[src/rtl/countdown_timer_if.sv]
// Key inputs, seven-segment digits and status LEDs
// of the countdown timer board.
interface countdown_timer_if;
  logic       key_start_pause;
  logic       key_set_min;
  logic       key_set_sec;
  logic [6:0] hex0;
  logic [6:0] hex1;
  logic [6:0] hex2;
  logic [6:0] hex3;
  logic [6:0] hex4;
  logic [6:0] hex5;
  logic       led0;
  logic       led1;
  logic       led2;
  logic       led3;

  modport master (
    output key_start_pause, key_set_min, key_set_sec,
    input  hex0, hex1, hex2, hex3, hex4, hex5,
    input  led0, led1, led2, led3
  );

  modport slave (
    input  key_start_pause, key_set_min, key_set_sec,
    output hex0, hex1, hex2, hex3, hex4, hex5,
    output led0, led1, led2, led3
  );
endinterface

[src/rtl/countdown_timer.sv]
// Preset MM:SS:CC countdown timer with debounced keys,
// BCD countdown, alarm LEDs and seven-segment display.
module countdown_timer #(
  parameter int TICK_DIV    = 500000,
  parameter int DEBOUNCE    = 1000000,
  parameter int BLINK_TICKS = 50
) (
  input logic              clk,
  input logic              key_reset,
  countdown_timer_if.slave io
);

  localparam int PW = $clog2(TICK_DIV + 1);
  localparam int DW = $clog2(DEBOUNCE + 1);
  localparam int BW = $clog2(BLINK_TICKS + 1);

  localparam logic [PW-1:0] PRE_TOP = PW'(TICK_DIV - 1);
  localparam logic [DW-1:0] DB_MAX  = DW'(DEBOUNCE);
  localparam logic [DW-1:0] DB_HIT  = DW'(DEBOUNCE - 1);
  localparam logic [BW-1:0] BL_TOP  = BW'(BLINK_TICKS - 1);

  typedef enum logic [1:0] {
    IDLE,
    RUN,
    PAUSE,
    ALARM
  } state_t;

  state_t          state;
  logic [2:0]      k_raw;
  logic [2:0]      s1;
  logic [2:0]      s2;
  logic [2:0]      ev;
  logic [DW-1:0]   db [3];
  logic [PW-1:0]   pre;
  logic            tick;
  logic [23:0]     cnt;
  logic [23:0]     cnt_dec;
  logic [23:0]     preset;
  logic [BW-1:0]   blink;
  logic            led_blink;

  function automatic logic [6:0] seg(input logic [3:0] d);
    logic [6:0] r;
    case (d)
      4'd0:    r = 7'b1000000;
      4'd1:    r = 7'b1111001;
      4'd2:    r = 7'b0100100;
      4'd3:    r = 7'b0110000;
      4'd4:    r = 7'b0011001;
      4'd5:    r = 7'b0010010;
      4'd6:    r = 7'b0000010;
      4'd7:    r = 7'b1111000;
      4'd8:    r = 7'b0000000;
      4'd9:    r = 7'b0010000;
      default: r = 7'b1111111;
    endcase
    return r;
  endfunction

  function automatic logic [7:0] inc_mm(input logic [7:0] v);
    if (v[3:0] != 4'd9)
      return {v[7:4], v[3:0] + 4'd1};
    return {(v[7:4] == 4'd9) ? 4'd0 : v[7:4] + 4'd1, 4'd0};
  endfunction

  function automatic logic [7:0] inc_ss(input logic [7:0] v);
    if (v[3:0] != 4'd9)
      return {v[7:4], v[3:0] + 4'd1};
    return {(v[7:4] == 4'd5) ? 4'd0 : v[7:4] + 4'd1, 4'd0};
  endfunction

  // One-centisecond decrement, borrowing cc -> ss -> mm.
  function automatic logic [23:0] dec(input logic [23:0] v);
    logic [3:0] m1, m0, t1, t0, c1, c0;
    {m1, m0, t1, t0, c1, c0} = v;
    if (c0 != 4'd0) c0 = c0 - 4'd1;
    else begin
      c0 = 4'd9;
      if (c1 != 4'd0) c1 = c1 - 4'd1;
      else begin
        c1 = 4'd9;
        if (t0 != 4'd0) t0 = t0 - 4'd1;
        else begin
          t0 = 4'd9;
          if (t1 != 4'd0) t1 = t1 - 4'd1;
          else begin
            t1 = 4'd5;
            if (m0 != 4'd0) m0 = m0 - 4'd1;
            else begin
              m0 = 4'd9;
              m1 = (m1 != 4'd0) ? m1 - 4'd1 : 4'd9;
            end
          end
        end
      end
    end
    return {m1, m0, t1, t0, c1, c0};
  endfunction

  assign k_raw = {io.key_set_sec, io.key_set_min,
                  io.key_start_pause};

  always_ff @(posedge clk or negedge key_reset) begin
    if (!key_reset) begin
      s1 <= 3'b111;
      s2 <= 3'b111;
    end else begin
      s1 <= k_raw;
      s2 <= s1;
    end
  end

  // Counter saturates at DB_MAX so a held key fires once.
  always_ff @(posedge clk or negedge key_reset) begin
    if (!key_reset) begin
      ev <= '0;
      for (int i = 0; i < 3; i++) db[i] <= '0;
    end else begin
      for (int i = 0; i < 3; i++) begin
        ev[i] <= !s2[i] && (db[i] == DB_HIT);
        if (s2[i])
          db[i] <= '0;
        else if (db[i] != DB_MAX)
          db[i] <= db[i] + 1'b1;
      end
    end
  end

  assign tick = ((state == RUN) || (state == ALARM))
             && (pre == PRE_TOP);
  assign cnt_dec = dec(cnt);

  always_ff @(posedge clk or negedge key_reset) begin
    if (!key_reset)
      pre <= '0;
    else if ((state == IDLE) && ev[0] && (cnt != '0))
      pre <= '0;
    else if ((state == RUN) || (state == ALARM))
      pre <= tick ? '0 : pre + 1'b1;
  end

  always_ff @(posedge clk or negedge key_reset) begin
    if (!key_reset) begin
      state     <= IDLE;
      cnt       <= '0;
      preset    <= '0;
      blink     <= '0;
      led_blink <= 1'b0;
    end else begin
      unique case (state)
        IDLE: begin
          if (ev[0]) begin
            if (cnt != '0) begin
              preset <= cnt;
              state  <= RUN;
            end
          end else begin
            if (ev[1])
              cnt[23:16] <= inc_mm(cnt[23:16]);
            if (ev[2]) begin
              cnt[15:8] <= inc_ss(cnt[15:8]);
              cnt[7:0]  <= '0;
            end
          end
        end
        RUN: begin
          if (tick) cnt <= cnt_dec;
          if (tick && (cnt_dec == '0)) begin
            state     <= ALARM;
            blink     <= '0;
            led_blink <= 1'b0;
          end else if (ev[0]) begin
            state <= PAUSE;
          end
        end
        PAUSE: begin
          if (ev[0]) state <= RUN;
        end
        ALARM: begin
          if (|ev) begin
            cnt       <= preset;
            led_blink <= 1'b0;
            state     <= IDLE;
          end else if (tick) begin
            if (blink == BL_TOP) begin
              blink     <= '0;
              led_blink <= ~led_blink;
            end else begin
              blink <= blink + 1'b1;
            end
          end
        end
        default: state <= IDLE;
      endcase
    end
  end

  assign io.hex5 = seg(cnt[23:20]);
  assign io.hex4 = seg(cnt[19:16]);
  assign io.hex3 = seg(cnt[15:12]);
  assign io.hex2 = seg(cnt[11:8]);
  assign io.hex1 = seg(cnt[7:4]);
  assign io.hex0 = seg(cnt[3:0]);

  assign io.led0 = (state == RUN);
  assign io.led1 = (state == ALARM);
  assign io.led2 = (state == PAUSE);
  assign io.led3 = led_blink;

endmodule

[src/flat_wrapper.sv]
// flat-port wrapper written by rule: the top's interface ports become plain ports
module countdown_timer_flat 
#(
  parameter int TICK_DIV    = 500000,
  parameter int DEBOUNCE    = 1000000,
  parameter int BLINK_TICKS = 50
)
  (clk, key_reset, io_key_start_pause, io_key_set_min, io_key_set_sec, io_hex0, io_hex1, io_hex2, io_hex3, io_hex4, io_hex5, io_led0, io_led1, io_led2, io_led3);
  countdown_timer_if io_i ();
  input logic clk;
  input logic key_reset;
  input wire logic [$bits(io_i.key_start_pause)-1:0] io_key_start_pause;
  input wire logic [$bits(io_i.key_set_min)-1:0] io_key_set_min;
  input wire logic [$bits(io_i.key_set_sec)-1:0] io_key_set_sec;
  output wire logic [$bits(io_i.hex0)-1:0] io_hex0;
  output wire logic [$bits(io_i.hex1)-1:0] io_hex1;
  output wire logic [$bits(io_i.hex2)-1:0] io_hex2;
  output wire logic [$bits(io_i.hex3)-1:0] io_hex3;
  output wire logic [$bits(io_i.hex4)-1:0] io_hex4;
  output wire logic [$bits(io_i.hex5)-1:0] io_hex5;
  output wire logic [$bits(io_i.led0)-1:0] io_led0;
  output wire logic [$bits(io_i.led1)-1:0] io_led1;
  output wire logic [$bits(io_i.led2)-1:0] io_led2;
  output wire logic [$bits(io_i.led3)-1:0] io_led3;
  assign io_i.key_start_pause = io_key_start_pause;
  assign io_i.key_set_min = io_key_set_min;
  assign io_i.key_set_sec = io_key_set_sec;
  assign io_hex0 = io_i.hex0;
  assign io_hex1 = io_i.hex1;
  assign io_hex2 = io_i.hex2;
  assign io_hex3 = io_i.hex3;
  assign io_hex4 = io_i.hex4;
  assign io_hex5 = io_i.hex5;
  assign io_led0 = io_i.led0;
  assign io_led1 = io_i.led1;
  assign io_led2 = io_i.led2;
  assign io_led3 = io_i.led3;
  countdown_timer #(.TICK_DIV(TICK_DIV), .DEBOUNCE(DEBOUNCE), .BLINK_TICKS(BLINK_TICKS)) u_core (.clk(clk), .key_reset(key_reset), .io(io_i));
endmodule
[config.mk]
export PLATFORM = sky130hd
export DESIGN_NAME = countdown_timer_flat
export DESIGN_NICKNAME = d
export VERILOG_FILES = /design/src/rtl/countdown_timer_if.sv /design/src/rtl/countdown_timer.sv /design/src/flat_wrapper.sv
export SDC_FILE = /design/constraint.sdc
export NUM_CORES = 1
export LEC_CHECK = 0
export CAP_MARGIN = 20
export CORE_MARGIN = 4
export CORE_UTILIZATION = 65
export CTS_CLUSTER_SIZE = 12
export DETAILED_ROUTE_END_ITERATION = 6
export DONT_BUFFER_PORTS = 1
export PLACE_DENSITY = 0.83
export RECOVER_POWER = 25
export SYNTH_ARGS = -nofsm -noshare
export SYNTH_HDL_FRONTEND = slang
export SYNTH_SLANG_ARGS = --single-unit
[constraint.sdc]
create_clock -name clk -period 3.2 [get_ports clk]
set_input_delay 0.48 -clock clk [delete_from_list [all_inputs] [get_ports clk]]
set_output_delay 0.48 -clock clk [all_outputs]
set_load 0.02 [all_outputs]
==> flow_metrics.env <==
export IMPL_status="finished, violations left"
export IMPL_violations="negative hold slack"
export IMPL_hold_viol=145
export IMPL_via_per_inst=6.28
export IMPL_setup_violations_final=0
export IMPL_ys_types=70
export IMPL_netlist_area_um2=8920
export IMPL_clk_latency_ns=0.43
export IMPL_synthXorXnorAreaFrac_pct=6.88
export IMPL_end_kind="flop"
export IMPL_clock_fmax_ghz=0.334
export IMPL_vias=7677
export IMPL_cts_sinks=145
export IMPL_coreArea_um2=13300
export IMPL_peakVddDrop_uv=641
export IMPL_fin_ws_ns=0.210
export IMPL_rsz0062_at_grt="no"
export IMPL_synthArstFlopShare_pct=100
export IMPL_grt_use_met1_pct=37.7
export IMPL_multiInputGateArea_um2=4950
export IMPL_grt_max_degree=146
export IMPL_hold_ws_ns=-0.253
export IMPL_critical_path_class="flop to flop"
export IMPL_synth_compound_area_share_pct=16.0
export IMPL_wl_per_cell_um=16.9
export IMPL_slew_violations=0
export IMPL_ant_nets=0
export IMPL_synth_main_ff_cell="dfrtp_1"
export IMPL_fin_tns_setup_ns=0
export IMPL_r2r_end="u_core.io.led3"
export IMPL_dp_slack_ns=0.0387
export IMPL_p_int_mw=2.99
export IMPL_fin_crit_sh_pct=93.4
export IMPL_p_leak_nw=4.34
export IMPL_max_cap_viol_count=0
export IMPL_path_max_fanout=9
export IMPL_p_total_mw=3.84
export IMPL_seqPwrFrac_pct=48.8
export IMPL_hold_path_class="input port to async pin"
export IMPL_cts_tree="yes"
export IMPL_place_area_um2=9170
export IMPL_yosys_warnings=0
export IMPL_synth_cells=1035
export IMPL_initial_core_util_pct=66.8
export IMPL_ios=51
export IMPL_startpoint_type="flop"
export IMPL_final_util_pct=73.2
export IMPL_use_met3_pct=6.44
export IMPL_gp_congestion=0.880
export IMPL_fill_cells=999
export IMPL_crit_arrival_ns=3.30
export IMPL_fin_nets=1079
export IMPL_comb_power_share_pct=0.8
export IMPL_dp_cells=1189
export IMPL_fin_cells=1222
export IMPL_ys_ff_latch=145
export IMPL_syn_nets=1081
export IMPL_dr_pass1_iters=5
export IMPL_drc=0
export IMPL_synth_adder_area_share_pct=5.75
export IMPL_root_buffer="clkbuf_16"
export IMPL_fp_dieH_um=125
export IMPL_port_buffers=0
export IMPL_busiest_layer="met2"
export IMPL_register_area_um2=3640
export IMPL_grt_pass1_vias=7246
export IMPL_ctsLongestPathBuffers=2
export IMPL_placementRows=42
export IMPL_powerDensity_nw_per_um2=394
export IMPL_clockPowerShare_pct=50.5
export IMPL_wirelength_um=20600
export IMPL_slew_headroom_pct=50.7
export IMPL_die_width_um=125
export IMPL_grt_pass1_wl_um=35500
export IMPL_cts_buffers=17
export IMPL_grt_overflow=0
export IMPL_cts_clk_slew_worst_paths_ns=0.06
export IMPL_rrSetupSlack_ns=0.21
export IMPL_p_switching_uw=858
export IMPL_h_tree_depth=4
export IMPL_antenna_found_initial=0
export IMPL_synth_top_family_by_area="simple AND/OR/NAND/NOR gates"
export IMPL_drt_iter0_markers=743
export IMPL_worstReg2RegStart="u_core.cnt[8]"
export IMPL_finClkSkew_ns=0.00998
export IMPL_syn2layout_area_growth_pct=9.56
export IMPL_yosys_area_share_simple_pct=24.5
export IMPL_syn_area_per_cell_um2=8.62
export IMPL_hpwl_um=13800
export IMPL_synth_edf_count=0
export IMPL_drive_above_1_share_pct=8.99
export IMPL_grt_total_usage_pct=27.2
export IMPL_required_ns=3.51
export IMPL_grt_use_met2_pct=40.5
export IMPL_swShare_pct=22.3
export IMPL_period_minus_slack_ns=2.99
export IMPL_synth_mux_area_fraction_pct=2.08
export IMPL_reg2reg_depth=9
export IMPL_worst_pin_slew_ns=0.731
export IMPL_die_area_um2=15700
export IMPL_final_area_um2=9770
export IMPL_diodes=0
export IMPL_ys_seq_area_share_pct=40.8
==> cell usage in the layout, fill, tap and decap left out, types with 8 or more instances in the layout <==
cell / n
dfrtp_1: 139
o21ai_0: 67
and3_1: 19
nor2_1: 137
or3_1: 8
buf_4: 31
mux2i_1: 14
xor2_1: 52
nand3_1: 49
nand2_1: 102
xnor2_1: 18
nor3_1: 24
a31oi_1: 14
a21oi_1: 71
inv_1: 36
o211ai_1: 12
nand2b_1: 11
clkbuf_16: 17
ha_1: 40
nor4_1: 14
o2111ai_1: 9
or2_2: 8
nand4_1: 15
==> area by class of cell <==
| cell class | count | share of cell area, % |
|---|---|---|
| multi-input cells | 798 | 50.7 |
| flip-flops and latches | 145 | 37.2 |
| clock buffers | 19 | 4.64 |
| repair buffers | 31 | 2.38 |
| well taps | 176 | 2.25 |
| inverters | 40 | 1.54 |
| clock inverters | 13 | 1.28 |
==> power groups by stage <==
stage,Clock [mW],Combinational (mW),Sequential [mW]
5_1_grt,2.06,0.0367,1.88
6_report,1.94,0.0305,1.87
2_1_floorplan,0,0.0356,1.89
4_1_cts,1.97,0.0312,1.87
3_3_place_gp,0,0.0287,1.91
3_5_place_dp,0,0.0308,1.91
==> worst max path at each step <==
stage / from / slack, ns / to
after floorplan: u_core.cnt[5] / 0.33 / u_core.io.led3
after global placement: u_core.cnt[8] / 0.23 / u_core.io.led3
after detailed placement: u_core.cnt[8] / 0.04 / u_core.io.led3
after CTS: u_core.cnt[8] / 0.006 / u_core.io.led3
after global routing: u_core.cnt[8] / 0.01 / u_core.io.led3
final: u_core.cnt[8] / 0.21 / u_core.io.led3
==> Yosys cell counts (4+ instances only) <==
cell type	n	area (µm²)
nor4_1	14	87.6
inv_1	36	135
o211ai_1	12	90.1
o31a_1	6	52.6
mux2i_1	14	140
nor3_1	24	120
a211oi_1	4	30.0
o41ai_1	5	43.8
and2_1	4	25.0
ha_1	41	513
mux2_2	4	45.0
dfrtp_1	139	3480
clkbuf_1	46	173
a31oi_1	14	87.6
nor2_1	137	514
o31ai_1	4	30.0
nand4_1	15	93.8
o22ai_1	4	25.0
nand3_1	49	245
dfstp_2	6	158
and4_1	5	43.8
xor2_1	52	455
and3_1	19	119
xnor2_1	18	158
nor2b_1	6	37.5
or3_1	8	50.1
clkinv_1	4	15.0
nand2b_1	11	68.8
o21bai_1	5	37.5
or2_2	8	50.1
a21oi_1	71	355
nand2_1	103	387
or4_1	5	37.5
o2111ai_1	9	78.8
o21ai_0	67	335
nor3b_1	5	37.5
buf_1	4	15.0
==> critical path, stage by stage, from the launching register on <==
cell and delay [ns]:
dfrtp_1 0.49, inv_1 0.21, ha_2 0.29, nor3b_4 0.31, nand4_1 0.17, mux2_2 0.32, or4_4 0.49, nor4_4 0.29
buf_4 0.20, o211ai_1 0.10
==> timing repair <==
item / CTS / global route
setup buffers: 0 / 1
resized for setup: 0 / 3
endpoints found under the setup margin: 0 / 23
hold endpoints to repair: 145 / 145
==> sequential cells by signal (all words and copies together) (netlist names) <==
signal,cells
u_core.pre,19
u_core.db,60
u_core.state,2
u_core.io.led3,1
u_core.cnt,24
u_core.s1,3
u_core.blink,6
u_core.ev,3
u_core.preset,24
u_core.s2,3
==> kinds of logic (layout without fill, tap and decap cells) <==
logic type,count (synthesis),in the layout
AOI/OAI and AO/OA,231,231
adders and majority gates,41,41
DFF,145,145
buffers and inverters,92,103
xor gates and xnor gates,70,70
and+or+nand+nor,438,438
muxes,18,18
==> layer usage <==
| metal | vias to the layer above | part of all wire (%) |
|---|---|---|
| li1 | 3683 | - |
| met1 | 3670 | 45 |
| met2 | 266 | 46 |
| met3 | 58 | 6.3 |
| met4 | 0 | 3.2 |
| met5 | - | 0 |
Note: power is estimated with default switching activity, not from simulation.
==> RTL change: new RTL, same settings <==
`DEBOUNCE` is set to 1000000 in 2 places; all go to 2000000.
--- a/src/rtl/countdown_timer.sv
+++ b/src/rtl/countdown_timer.sv
@@ -2,7 +2,7 @@
 // BCD countdown, alarm LEDs and seven-segment display.
 module countdown_timer #(
   parameter int TICK_DIV    = 500000,
-  parameter int DEBOUNCE    = 1000000,
+  parameter int DEBOUNCE    = 2000000,
   parameter int BLINK_TICKS = 50
 ) (
   input logic              clk,
--- a/src/flat_wrapper.sv
+++ b/src/flat_wrapper.sv
@@ -2,7 +2,7 @@
 module countdown_timer_flat 
 #(
   parameter int TICK_DIV    = 500000,
-  parameter int DEBOUNCE    = 1000000,
+  parameter int DEBOUNCE    = 2000000,
   parameter int BLINK_TICKS = 50
 )
   (clk, key_reset, io_key_start_pause, io_key_set_min, io_key_set_sec, io_hex0, io_hex1, io_hex2, io_hex3, io_hex4, io_hex5, io_led0, io_led1, io_led2, io_led3);
Function: no difference found for any inputs over 10 cycles, from zero or initial values and one cycle with key_reset low; that may be too few to reach the edited logic, so the function may still have changed.
==> RTL change against the original RTL <==
Sequential power grew 2%; wire length grew 4.4%; cell count grew 3.7%; sequential cell count grew 3; non-clock buffer count shrank 13; cell area grew 2.9%; first-iteration DRC count grew 26%; largest power group unchanged; the flow still finishes with violations (negative hold slack); power grew 4.9%; critical path depth shrank 1; die area grew 4.0%; setup slack lost 0.046 ns; core utilization shrank 1.0 points; synthesized area grew 4.3%; critical endpoint is now u_core.state[0]$_DFFE_PN0P_; critical path type unchanged.
==> RTL change: results (changes against the original RTL) <==
- Number of detailed-routing iterations run before antenna repair: 7 (+2)
- Worst endpoint data arrival time: 3.32 ns (+0.02 ns)
- Leading post-synthesis cells by cell area: sky130_fd_sc_hd__dfrtp_1 38%, sky130_fd_sc_hd__nor2_1 5.5%, sky130_fd_sc_hd__ha_1 5.5%, sky130_fd_sc_hd__nand2_1 4.7%, sky130_fd_sc_hd__o21ai_0 4.5%
- Maximum fanout count along the critical path: 7 (-2)
- Pleak: 0.00426 uW (-1.8%)
- Ratio of routed vias to standard cells: 6.39 (+1.7%)
- Final GP Congestion: 0.908 (+3.2%)
- Actual slew at the worst max-slew pin: 0.842 ns (+0.111 ns)
- Peak per-stage delay on the critical path: 0.59 ns (+0.10 ns)
- Dpl cell area: 0.00943 mm^2 (+2.8%)
- Regs by FF count: u_core.db: 63 flops, u_core.cnt: 24 flops, u_core.preset: 24 flops
- First-pass GRT wire length: 36.9 mm (+4.2%)
- Hold Vio Cnt, Final: 148 (+2.1%)
- Fraction of final layout cells with drive strength greater than 1: 0.0819 (-0.00799)
- Setup Skew: 0.0114 ns (+0.00138 ns)
- Outcome: complete, but fails checks
- Cell count after placement: 1236 (+4.0%)
- Overall track demand over capacity in global routing: 0.274 (+0.00203)
- Cell Count, Final, Fillers Out: 1267 (+3.7%)
- Synthesized netlist net count: 1136 (+5.1%)
- Initial detailed-routing violation count: 937 (+26%)
- Part of the Yosys area used for sequential elements: 0.399 (-0.00871)
- Largest net degree at the start of global routing: 149 (+2.1%)
- Cell with the largest stage delay on the worst path: sky130_fd_sc_hd__nor4_4
- Number of standard cells after synthesis: 1090 (+5.3%)
- Maximum vdd drop: 0.000433 V (-32%)
- Diodes inserted: 0 (unchanged)
- HPWL after detailed placement: 14.2 mm (+2.5%)
- Setup slack at placement: 0.194 ns (+0.156 ns)
- Commonest cells in the netlist: 142 x sky130_fd_sc_hd__dfrtp_1, 137 x sky130_fd_sc_hd__nor2_1, 117 x sky130_fd_sc_hd__nand2_1
- Final hold slack: -0.250 ns (+0.00304 ns)
- Average wire length per cell after detail routing: 17.0 um (+0.73%)
- Number of global-route vias before repair: 7633 (+5.3%)
- Failing checks: negative hold slack
- Synth unique cells: 80 (+14%)
RTL change: cell types whose count changed after synthesis, sizes merged, moves of 5 or more:
cell / change
nor4b: +5
o2111ai: -8
clkbuf: -10
buf: +10
o31ai: +7
or3: +5
xor2: -11
or2: +6
o21ai: +20
a21oi: -6
nand2: +14
nand4: +15
RTL change: stage by stage:
step,utilization,hold WS [ns]
global route,0.722,-0.277
global placement,0.677,0.190
detailed placement,0.677,0.189
floorplan,-,0.184
finish,0.722,-0.250
CTS,0.721,-0.271
RTL change: cell families after synthesis:
| family | share of synthesized area |
|---|---|
| xor gates and xnor gates | 0.0556 |
| adders and majority gates | 0.0552 |
| buffers and inverters | 0.0408 |
| muxes | 0.0164 |
| AOI/OAI and AO/OA | 0.158 |
| DFF | 0.399 |
| and+or+nand+nor | 0.275 |
RTL change: path summary, 6_finish.rpt:
kind | from | slack [ns] | depth (start not counted) | endpoint
min | key_reset | -0.25 | 0 | u_core.db[44]$_DFFE_PN0P_
min in group clk | io_key_start_pause | 0.05 | 0 | u_core.s1[0]$_DFF_PN1_
max reg2reg | u_core.cnt[1]$_DFFE_PN0P_ | 0.16 | 8 | u_core.state[0]$_DFFE_PN0P_
min reg2reg | u_core.s1[1]$_DFF_PN1_ | 0.36 | 0 | u_core.s2[1]$_DFF_PN1_
max in group asynchronous | key_reset | 3.22 | 0 | u_core.s1[1]$_DFF_PN1_
max | u_core.cnt[1]$_DFFE_PN0P_ | 0.16 | 8 | u_core.state[0]$_DFFE_PN0P_
RTL change: what timing repair did:
item	4_1_cts	5_1_grt
endpoints found under the hold margin	148	148
gates resized for setup	0	2
setup endpoints to repair	0	3
RTL change: per-layer routing:
layer / vias to the layer above / part of all wire / track usage
li1: 3859 / - / -
met1: 3892 / 0.43 / 0.367
met2: 310 / 0.49 / 0.452
met3: 34 / 0.063 / 0.0514
met4: 0 / 0.019 / 0.0924
met5: - / 0 / 0
RTL change: worst reg2reg max path, stage by stage (launching register included):
cell                        delay [ns]
sky130_fd_sc_hd__dfrtp_1          0.44
sky130_fd_sc_hd__inv_1            0.16
sky130_fd_sc_hd__ha_1             0.29
sky130_fd_sc_hd__or3b_1           0.54
sky130_fd_sc_hd__nor4_4           0.59
sky130_fd_sc_hd__nor2_1           0.09
sky130_fd_sc_hd__o2111ai_1        0.47
sky130_fd_sc_hd__or3_4            0.24
sky130_fd_sc_hd__a31oi_1          0.08
RTL change: area by class of cell:
type	instances	area [um^2]
multi-input combinational	850	5230
tap	180	225
timing repair buffer	18	135
clock inverter	12	178
sequential	148	3710
fill	1064	3880
inverter	40	150
clock buffer	19	433
RTL change: power breakdown:
group          total, uW  internal [uW]  switching (uW)
clock network       2090           1300             783
registers           1910           1890            24.5
logic               32.8           16.6            16.2
